--- config.mk ---
export PLATFORM = sky130hd
export DESIGN_NAME = fifo_wptr_full_flat
export DESIGN_NICKNAME = d
export VERILOG_FILES = /design/src/rtl/fifo_wptr_full_if.sv /design/src/rtl/fifo_wptr_full.sv /design/src/flat_wrapper.sv
export SDC_FILE = /design/constraint.sdc
export NUM_CORES = 1
export LEC_CHECK = 0
export CAP_MARGIN = 30
export CORE_MARGIN = 2
export CORE_UTILIZATION = 46
export CTS_BUF_LIST = sky130_fd_sc_hd__clkbuf_2 sky130_fd_sc_hd__clkbuf_4 sky130_fd_sc_hd__clkbuf_8
export CTS_CLUSTER_DIAMETER = 80
export DETAILED_ROUTE_END_ITERATION = 10
export MAX_ROUTING_LAYER = met4
export PLACE_DENSITY = 0.78
export SKIP_CTS_REPAIR_TIMING = 1
export SLEW_MARGIN = 20
export SYNTH_ARGS = -nofsm -noshare
export SYNTH_HDL_FRONTEND = slang
export SYNTH_SLANG_ARGS = --single-unit
--- constraint.sdc ---
create_clock -name clk -period 2.05 [get_ports clk]
set_input_delay 0.41 -clock clk [delete_from_list [all_inputs] [get_ports clk]]
set_output_delay 0.41 -clock clk [all_outputs]
set_load 0.05 [all_outputs]
--- src/rtl/fifo_wptr_full_if.sv ---
// fifo_wptr_full_if: write-side bundle between the producer, the FIFO RAM write
// port, the read-domain pointer crossing and the write pointer/full generator.
//   wr_en        producer write request
//   rd_gray_ptr  read pointer in Gray code (asynchronous to the write clock)
//   wr_accept    RAM write strobe (combinational)
//   wr_addr      RAM write address
//   wr_gray_ptr  registered Gray write pointer, exported to the read domain
//   full         registered FIFO-full flag
//   almost_full  registered occupancy threshold flag
//   wr_level     registered occupancy estimate
// Modports: master = producer/environment side, slave = pointer generator.
interface fifo_wptr_full_if #(
    parameter int unsigned ASIZE = 4
);
    logic             wr_en;
    logic [ASIZE:0]   rd_gray_ptr;
    logic             wr_accept;
    logic [ASIZE-1:0] wr_addr;
    logic [ASIZE:0]   wr_gray_ptr;
    logic             full;
    logic             almost_full;
    logic [ASIZE:0]   wr_level;

    modport master (
        output wr_en, rd_gray_ptr,
        input  wr_accept, wr_addr, wr_gray_ptr, full, almost_full, wr_level
    );

    modport slave (
        input  wr_en, rd_gray_ptr,
        output wr_accept, wr_addr, wr_gray_ptr, full, almost_full, wr_level
    );
endinterface

--- src/rtl/fifo_wptr_full.sv ---
// fifo_wptr_full: write-domain pointer and full-flag generator for an async FIFO.
// Holds the binary write pointer, exports it in Gray code, synchronises the
// read Gray pointer through two flops and registers the full flag.
// Ports:
//   clk  write-domain clock (rising edge)
//   rst  synchronous active-high reset
//   bus  fifo_wptr_full_if.slave (wr_en, rd_gray_ptr in; wr_accept, wr_addr,
//        wr_gray_ptr, full, almost_full, wr_level out)
// Optional feature: define FIFO_WPTR_ALMOST_FULL_EN to generate wr_level and
// almost_full from the synchronised read pointer; otherwise both are tied to 0.
module fifo_wptr_full #(
    parameter int unsigned ASIZE    = 4,
    parameter int unsigned AF_LEVEL = 14
) (
    input  logic             clk,
    input  logic             rst,
    fifo_wptr_full_if.slave  bus
);
    localparam int unsigned PW = ASIZE + 1;

    // Reject illegal configurations at elaboration.
    if (ASIZE < 2 || AF_LEVEL < 1 || AF_LEVEL > (1 << ASIZE)) begin : g_bad_param
        $error("fifo_wptr_full: illegal ASIZE/AF_LEVEL");
    end

    logic [PW-1:0] wbin;
    logic [PW-1:0] wbin_next;
    logic [PW-1:0] wgray;
    logic [PW-1:0] wgray_next;
    logic [PW-1:0] rq1;
    logic [PW-1:0] rq2;
    logic [PW-1:0] full_ptr;
    logic          full_q;
    logic          accept;

    // Next pointer values; full when the write Gray pointer equals the read
    // Gray pointer with its two MSBs inverted (one full lap ahead).
    always_comb begin
        accept     = bus.wr_en & ~full_q;
        wbin_next  = wbin + PW'(accept);
        wgray_next = wbin_next ^ (wbin_next >> 1);
        full_ptr   = {~rq2[ASIZE -: 2], rq2[ASIZE-2:0]};
    end

    // Pointer, synchroniser and full-flag registers.
    always_ff @(posedge clk) begin
        if (rst) begin
            wbin   <= '0;
            wgray  <= '0;
            rq1    <= '0;
            rq2    <= '0;
            full_q <= 1'b0;
        end else begin
            wbin   <= wbin_next;
            wgray  <= wgray_next;
            rq1    <= bus.rd_gray_ptr;
            rq2    <= rq1;
            full_q <= (wgray_next == full_ptr);
        end
    end

    assign bus.wr_accept   = accept;
    assign bus.wr_addr     = wbin[ASIZE-1:0];
    assign bus.wr_gray_ptr = wgray;
    assign bus.full        = full_q;

`ifdef FIFO_WPTR_ALMOST_FULL_EN
    logic [PW-1:0] rbin_sync;
    logic [PW-1:0] level_next;
    logic [PW-1:0] level_q;
    logic          af_q;

    // Gray-to-binary: bit i is the XOR of all Gray bits at or above i.
    always_comb begin
        rbin_sync = '0;
        for (int i = 0; i < int'(PW); i++) begin
            rbin_sync[i] = ^(rq2 >> i);
        end
        level_next = wbin_next - rbin_sync;
    end

    // Occupancy estimate; lags the read side exactly like full.
    always_ff @(posedge clk) begin
        if (rst) begin
            level_q <= '0;
            af_q    <= 1'b0;
        end else begin
            level_q <= level_next;
            af_q    <= (level_next >= PW'(AF_LEVEL));
        end
    end

    assign bus.almost_full = af_q;
    assign bus.wr_level    = level_q;
`else
    assign bus.almost_full = 1'b0;
    assign bus.wr_level    = '0;
`endif

endmodule
--- src/flat_wrapper.sv ---
// flat-port wrapper written by rule: the top's interface ports become plain ports
module fifo_wptr_full_flat 
#(
    parameter int unsigned ASIZE    = 4,
    parameter int unsigned AF_LEVEL = 14
)
  (clk, rst, bus_wr_en, bus_rd_gray_ptr, bus_wr_accept, bus_wr_addr, bus_wr_gray_ptr, bus_full, bus_almost_full, bus_wr_level);
  fifo_wptr_full_if #(.ASIZE(ASIZE)) bus_i ();
  input  logic clk;
  input  logic rst;
  input wire logic [$bits(bus_i.wr_en)-1:0] bus_wr_en;
  input wire logic [$bits(bus_i.rd_gray_ptr)-1:0] bus_rd_gray_ptr;
  output wire logic [$bits(bus_i.wr_accept)-1:0] bus_wr_accept;
  output wire logic [$bits(bus_i.wr_addr)-1:0] bus_wr_addr;
  output wire logic [$bits(bus_i.wr_gray_ptr)-1:0] bus_wr_gray_ptr;
  output wire logic [$bits(bus_i.full)-1:0] bus_full;
  output wire logic [$bits(bus_i.almost_full)-1:0] bus_almost_full;
  output wire logic [$bits(bus_i.wr_level)-1:0] bus_wr_level;
  assign bus_i.wr_en = bus_wr_en;
  assign bus_i.rd_gray_ptr = bus_rd_gray_ptr;
  assign bus_wr_accept = bus_i.wr_accept;
  assign bus_wr_addr = bus_i.wr_addr;
  assign bus_wr_gray_ptr = bus_i.wr_gray_ptr;
  assign bus_full = bus_i.full;
  assign bus_almost_full = bus_i.almost_full;
  assign bus_wr_level = bus_i.wr_level;
  fifo_wptr_full #(.ASIZE(ASIZE), .AF_LEVEL(AF_LEVEL)) u_core (.clk(clk), .rst(rst), .bus(bus_i));
endmodule
# Word level (Yosys, flattened, before mapping)

Index checks and enable logic that the tools add are counted.

Add/sub/neg operators: 1
$mul: 0
Divide/modulo/power cells: 0
$lt $le $gt $ge: 0
Equal/unequal tests: 1
Shifts and indexed selects: 0
Muxes and demuxes: 0
Bitwise gates (word level): 4
Reduce and logical (&&, ||, !) cells: 0

Operators by type and width:

| operator                   | count |
|---|---|
| adder 5 x 1 -> 5 bit       | 1 |
| equality test 5 bit        | 1 |
| bitwise XOR 5 x 4 -> 5 bit | 1 |
| NOT 2 bit                  | 1 |
| AND 1 bit                  | 1 |
| NOT 1 bit                  | 1 |

Bits in registers: 21
Latch bits: 0
Bits in writable memories: 0
Memory bits (read-only): 0
Input port bits: 8
Output and inout port bits: 17
Word-level logic and storage cells: 11
Memories: 0

# Depth between registers and ports, before layout

Gate-level depths: netlist of the first run.

Word-level depth: 5
Gate-level depth with buffers: 7
Depth with buffers taken out: 7

# Worst setup path before layout of the first run

No wires, ideal clock.

Path type: reg-to-reg
From: reg u_core.full_q (netlist: u_core.bus.full)
To: reg u_core.full_q (netlist: u_core.bus.full)
Setup time: 103 ps
Data arrival time: 2708 ps
Data required time: 1947 ps
Setup slack: -762 ps
Stages on the path, launching flop included: 8
Buffers on the path: 0
Period minus slack after synthesis: 2812 ps
Cell sequence: dfxtp_1 > nor2b_1 > ha_1 > ha_1 > nand3_1 > xor2_1 > or3_1 > a2111oi_2

Word-level cells in the longest chain between the ends: 5

Ends and longest elaborated chain:

| what                       | RTL line             | source |
|---|---|---|
| start: declaration         | fifo_wptr_full.sv:33 | `logic full_q;` |
| start signal: assignment   | fifo_wptr_full.sv:58 | `full_q <= (wgray_next == full_ptr);` |
| NOT 1 bit                  | fifo_wptr_full.sv:39 | `accept = bus.wr_en & ~full_q;` |
| AND 1 bit                  | fifo_wptr_full.sv:39 |  |
| via bus_wr_accept          | flat_wrapper.sv:13   | `output wire logic [$bits(bus_i.wr_accept)-1:0] bus_wr_accept;` |
| adder 5 x 1 -> 5 bit       | fifo_wptr_full.sv:40 | `wbin_next = wbin + PW'(accept);` |
| bitwise XOR 5 x 4 -> 5 bit | fifo_wptr_full.sv:41 | `wgray_next = wbin_next ^ (wbin_next >> 1);` |
| equality test 5 bit        | fifo_wptr_full.sv:58 |  |

The timed path passes the listed nets, and every way through them passes these cells.
A chain may end at the register's enable or synchronous reset.

# Worst setup path after layout of the first run

From: in bus_wr_en
To: reg u_core.full_q (netlist: u_core.bus.full)

Word-level cells in the longest chain between the ends: 4

Ends and longest elaborated chain:

| what                       | RTL line             | source |
|---|---|---|
| start: declaration         | flat_wrapper.sv:11   | `input wire logic [$bits(bus_i.wr_en)-1:0] bus_wr_en;` |
| AND 1 bit                  | fifo_wptr_full.sv:39 |  |
| adder 5 x 1 -> 5 bit       | fifo_wptr_full.sv:40 |  |
| bitwise XOR 5 x 4 -> 5 bit | fifo_wptr_full.sv:41 |  |
| equality test 5 bit        | fifo_wptr_full.sv:58 |  |

Every way passes these cells.

==> results of run 1 <==
==> per-stage QoR <==
step / worst slack [ns] / power [W]
4_1_cts: 0.001367 / 0.0008369
3_3_place_gp: -0.2456 / 0.0006039
2_1_floorplan: -0.09619 / 0.0005600
5_1_grt: -0.05844 / 0.0008694
3_5_place_dp: -0.3194 / 0.0006078
6_report: 0.01184 / 0.0008348
==> placed cells by master (no fill, tap or decap), drive strengths merged <==
cell type,netlist,routed
a2111oi,1,1
and2,1,1
or2,1,1
mux2i,1,1
nor2,7,7
dlymetal6s2s,0,1
nand3,3,3
conb,1,6
dfxtp,20,20
xnor2,8,8
clkdlybuf4s50,0,16
xnor3,1,1
nor2b,13,13
xor2,2,2
ha,2,2
nand2,1,1
buf,6,8
a21oi,1,1
or3,1,1
clkbuf,2,4
==> worst max path at each step <==
| stage | end | startpoint | cells after the start | slack [ns] |
|---|---|---|---|---|
| after floorplan | u_core.bus.full$_SDFF_PP0_ | bus_wr_en | 7 | -0.1 |
| after global placement | u_core.bus.full$_SDFF_PP0_ | bus_wr_en | 8 | -0.25 |
| after detailed placement | u_core.bus.full$_SDFF_PP0_ | bus_wr_en | 8 | -0.32 |
| after CTS | u_core.bus.full$_SDFF_PP0_ | bus_wr_en | 8 | 0.001 |
| after global routing | u_core.bus.full$_SDFF_PP0_ | bus_wr_en | 8 | -0.06 |
| final | u_core.bus.full$_SDFF_PP0_ | bus_wr_en | 8 | 0.01 |
==> flip-flops by register name (all words and copies together) (netlist names) <==
signal                  flops
u_core.bus.wr_gray_ptr      5
u_core.wbin                 4
u_core.bus.full             1
u_core.rq2                  5
u_core.rq1                  5
==> critical path, delay by kind of cell <==
kind                     cells  cell delay, ns
AND/OR/NAND/NOR              3            0.66
buffers and inverters        1            0.46
adder cells (fa/ha/maj)      2            0.28
AO/OA/AOI/OAI                1            0.28
XOR/XNOR                     1            0.17
==> cell type report <==
type,count,area share (%)
Multi-Input combinational cell,49,35.91
Clock buffer,4,3.295
Timing Repair Buffer,25,22.27
Tap cell,16,1.818
Sequential cell,20,36.70
==> where the power goes <==
part / internal, W / switching (W)
Combinational: 0.0000771 / 0.000109
Sequential: 0.000407 / 0.00000921
Clock: 0.000109 / 0.000125
==> cell families after synthesis <==
group	count (synthesis)	synth area share [%]
buffers and inverters	8	6.851
multiplexers	1	1.305
adder cells (fa/ha/maj)	2	3.262
other	1	0.4889
flip-flops	20	52.20
AO/OA/AOI/OAI	2	2.609
AND/OR/NAND/NOR	27	18.92
XOR/XNOR	11	14.36
==> routing by layer <==
metal,vias to the layer above,GRT usage [%]
met5,-,-
met4,0,8.824
met3,5,3.600
met2,16,23.19
met1,244,17.63
li1,265,-
==> reports/qor.txt, run 1 <==
Clock-pin slew on the worst setup and hold paths: 0.11 ns
Mapped Area: 767.0 um2
Startpoint types: input pin
Final cell count without fillers: 114
Rel. slew slack: 66.75%
Die height: 44.84 um
Hold EP: u_core.rq2[3]$_SDFF_PP0_
Post-Route WL: 1322 um
CP max stage delay: 0.46 ns
GRT Total Usage: 14.97%
Detailed-route vias per instance: 4.649
Standard-cell rows: 14
Setup tns final: 0 ns
H-tree depth: 1
Grt ovf: 0
Leak pwr: 0.4510 nW
Tmin final: 2.038 ns
Avg Cell Area, Syn: 10.65 um2
GPL Wtd Cong: 0.7668
Metal1 wirelength: 540 um
WL/cell: 11.60 um
DR vias: 530
Number of I/O pins: 25
Number of synthesized flops with an enable pin: 0
Chip Width: 44.84 um
Placed Cells: 110
Register area share after synthesis: 52.20%
WL met3: 69 um
Total Nets Final: 109
CP Cell Sequence: clkdlybuf4s50_1 -> nor2b_4 -> ha_4 -> ha_4 -> nand3_2 -> xor2_2 -> or3_4 -> a2111oi_4
Number of global-route vias before repair: 493
CTS Buf Count: 3
Worst Hold Depth: 1
Antenna violations before repair: 0
Number of setup violations in the final report: 0
Clk root buf: clkbuf_4
Top-area cell type share of the netlist area: 52.20%
CP Data Required Time: 2.26 ns
FF-to-FF Start: u_core.bus.full$_SDFF_PP0_
Number of buffers added on ports: 18
Top cells by count, synth: 20 x dfxtp_1, 13 x nor2b_1, 8 x xnor2_1
CTS tree: built
Hold Violations, Final: 0
Worst VDD drop: 0.6760 mV
FFs w/ async S/R, synth: 0%
Tightest Hold Check Type: flip-flop to flip-flop
Worst skew pair latency: 0.31 ns
Max Clk Rate: 0.4906 GHz
Worst R2R End: u_core.bus.full$_SDFF_PP0_
# Max-Cap Violations: 0
Worst Min Path Start: u_core.rq1[3]$_SDFF_PP0_
Hold_ws: 0.4512 ns
Final period utilization: 99.42%
Register-to-register path setup slack: 0.23 ns
Mapped Cells: 72
Antenna fix cells: 0
Largest net degree at the start of global routing: 12
CP Max Fanout: 2
Crit path DAT: 2.25 ns
Initial core utilization: 49.76%
Slew Viols, Final: 0
Worst-Margin Slew: 0.4980 ns
Cell mode on critical path: ha_4
Fin area: 0.001101 mm2
Iteration-0 DRC Markers: 4
Global-route wire length before repair: 2056 um
Sequential Area: 404.1 um2
Dpl hpwl: 978.6 um
CP Class: input pin to flip-flop
Area growth from synthesis to layout: 43.56%
RSZ-0062 raised after global routing: true
Total core area: 0.001541 mm2
Post-synth top area cell: dfxtp_1
Multi-input gate area: 395.4 um2
Post-synthesis register bit count: 20
Clock tree buffer depth: 2
Top cells by area, synth: dfxtp_1 52%, nor2b_1 11%, xnor2_1 9.1%, buf_4 5.9%, nor2_1 3.4%
CP endpoint kind: flip-flop
Final core utilization: 71.43%
Warnings, synthesis: 0
DRT Pass-1 Iters: 3
Top layer in use: met4
DRT antenna net count: 0
Layout cell share with drive strength beyond 1: 21.43%
Cell variety after synth: 18
Slowest cell on the critical path: clkdlybuf4s50_1
CTS sink count: 20
R2R depth: 7
# DRC: 0
Pwr dens: 758.2 mW/mm2
Final setup skew: 0.001022 ns
Main synth FF type: dfxtp_1
Most frequent cell after synthesis: dfxtp_1
Die area: 0.002010 mm2
Metal2 WL: 678 um
Outcome: completed
Placed inst area: 0.001045 mm2
Fill count: 115
(Power assumes the default switching activity.)
==> run 2: changes to the inputs <==
--- a/config.mk
+++ b/config.mk
@@ -7,12 +7,12 @@
 export LEC_CHECK = 0
 export CAP_MARGIN = 30
 export CORE_MARGIN = 2
-export CORE_UTILIZATION = 46
-export CTS_BUF_LIST = sky130_fd_sc_hd__clkbuf_2 sky130_fd_sc_hd__clkbuf_4 sky130_fd_sc_hd__clkbuf_8
+export CORE_UTILIZATION = 43
 export CTS_CLUSTER_DIAMETER = 80
 export DETAILED_ROUTE_END_ITERATION = 10
+export HOLD_SLACK_MARGIN = 0.02
 export MAX_ROUTING_LAYER = met4
-export PLACE_DENSITY = 0.78
+export PLACE_DENSITY = 0.74
 export SKIP_CTS_REPAIR_TIMING = 1
 export SLEW_MARGIN = 20
 export SYNTH_ARGS = -nofsm -noshare
==> run 2 against run 1 <==
Core utilization fell by 4.3 points. Largest power group unchanged. Register-to-register slack barely moved. Die area grew 6.3%.
==> reports/qor.txt, run 2 (same netlist as run 1, synthesis figures left out) <==
DR vias: 521 (-1.7%)
Worst skew pair latency: 0.31 ns (about the same)
Routing usage on met3: 4.706% (+1.1 points)
# Max-Cap Violations: 0 (unchanged)
Startpoint types: input pin
Tightest Hold Check Type: flip-flop to flip-flop
Slew Viols, Final: 0 (unchanged)
Final setup skew: 0.002420 ns (+0.001397 ns)
H-tree depth: 1 (unchanged)
CP Class: input pin to flip-flop
Chip Width: 46.24 um (+3.1%)
Layout cell share with drive strength beyond 1: 23.23% (+1.8 points)
Total Nets Final: 110 (+0.92%)
Detailed-route vias per instance: 4.202 (-9.6%)
Setup tns final: 0 ns (unchanged)
WL/cell: 9.984 um (-14%)
CTS sink count: 20 (unchanged)
DRT Pass-1 Iters: 1 (-2)
Worst VDD drop: 0.7299 mV (+8.0%)
Final period utilization: 98.36% (-1.1 points)
Most common cell after layout, fill and taps aside: dfxtp_1
Iteration-0 DRC Markers: 0 (-4)
Pwr dens: 809.7 mW/mm2 (+6.8%)
Number of buffers added on ports: 18 (unchanged)
Dpl hpwl: 862.3 um (-12%)
Met1 Use GR: 15.83% (-1.8 points)
Clock-pin slew on the worst setup and hold paths: 0.12 ns (about the same)
CTS Buf Count: 3 (unchanged)
GRT Total Usage: 13.67% (-1.3 points)
Multi-input gate area: 402.9 um2 (+1.9%)
Global-route wire length before repair: 1959 um (-4.7%)
Fill count: 133 (+16%)
Crit path DAT: 2.23 ns (-0.02 ns)
GPL Wtd Cong: 0.7533 (-1.8%)
Largest net degree at the start of global routing: 20 (+8)
Hold Violations, Final: 0 (unchanged)
RSZ-0062 raised after global routing: true
CP Data Required Time: 2.27 ns (about the same)
Leak pwr: 0.4816 nW (+6.8%)
Final core utilization: 67.11% (-4.3 points)
Post-Route WL: 1238 um (-6.4%)
# DRC: 0 (unchanged)
Placed inst area: 0.001064 mm2 (+1.8%)
Outcome: completed
CP Max Fanout: 2 (unchanged)
Area growth from synthesis to layout: 49.43%
Number of setup violations in the final report: 0 (unchanged)
Standard-cell rows: 15 (+1)
Die height: 46.24 um (+3.1%)
Total core area: 0.001708 mm2 (+11%)
Tmin final: 2.016 ns (-0.02175 ns)
Fin area: 0.001146 mm2 (+4.1%)
GRT Max-Usage Layer: met2
DRT antenna net count: 0 (unchanged)
CP endpoint kind: flip-flop
Antenna violations before repair: 0 (unchanged)
Die area: 0.002138 mm2 (+6.3%)
Rel. slew slack: 65.98% (-0.77 points)
Number of I/O pins: 25 (unchanged)
Worst-Margin Slew: 0.5088 ns (+0.01079 ns)
Clock tree buffer depth: 2 (unchanged)
M2 GR Usage: 21.67% (-1.5 points)
Most frequent cells in the layout: 19 x dfxtp_1, 15 x clkdlybuf4s50_1, 12 x nor2b_1, 8 x buf_4
CTS tree: built
Number of global-route vias before repair: 469 (-4.9%)
Max Clk Rate: 0.4959 GHz (+1.1%)
Clk root buf: clkbuf_4
Grt ovf: 0 (unchanged)
Initial core utilization: 44.91% (-4.8 points)
Antenna fix cells: 0 (unchanged)
Sequential Area: 404.1 um2 (unchanged)
run 2: cell count changes in the layout (fill, tap and decap cells not counted), sizes merged:
cell and delta:
clkbuf -1, clkdlybuf4s50 -1, buf +1, bufinv +1, dlymetal6s2s +1
run 2: power by group:
group	switching, W	internal (W)
clock network	0.000127	0.000198
registers	0.00000918	0.000407
logic	0.000109	0.0000784
run 2: through the flow:
step / hold slack [ns] / setup slack (ns) / power [W] / cells
global placement: 0.4185 / -0.2540 / 0.0006048 / 120
finish: 0.4494 / 0.03359 / 0.0009280 / 124
global route: 0.4642 / -0.03528 / 0.0009731 / 124
detailed placement: 0.4280 / -0.3025 / 0.0006064 / 120
floorplan: 0.4138 / -0.09619 / 0.0005600 / 77
CTS: 0.4561 / -0.009896 / 0.0009337 / 124
run 2: area by class of cell:
cell class                 instances  share of cell area, %
timing repair buffer              26                  22.27
sequential                        20                  35.26
tap                               25                  2.729
clock inverter                     1                  2.620
clock buffer                       3                  1.965
multi-input combinational         49                  35.15
run 2: path summary, 6_finish.rpt:
check / start / to / slack (ns) / cells past startpoint
max: bus_wr_en / u_core.bus.full$_SDFF_PP0_ / 0.03 / 8
min: u_core.rq1[4]$_SDFF_PP0_ / u_core.rq2[4]$_SDFF_PP0_ / 0.45 / 1
max reg2reg: u_core.bus.full$_SDFF_PP0_ / u_core.bus.full$_SDFF_PP0_ / 0.24 / 7
min reg2reg: u_core.rq1[4]$_SDFF_PP0_ / u_core.rq2[4]$_SDFF_PP0_ / 0.45 / 1
run 2: critical path: stages:
cell	delay (ns)
clkdlybuf4s50_1	0.45
nor2b_4	0.16
ha_4	0.15
ha_4	0.13
nand3_2	0.09
xor2_2	0.17
or3_4	0.40
a2111oi_4	0.27
run 2: per-layer routing:
layer / part of all wire, % / wire (um)
met5: 0 / 0
met4: 1.6 / 20
met3: 5.7 / 71
met2: 49 / 609
met1: 43 / 536
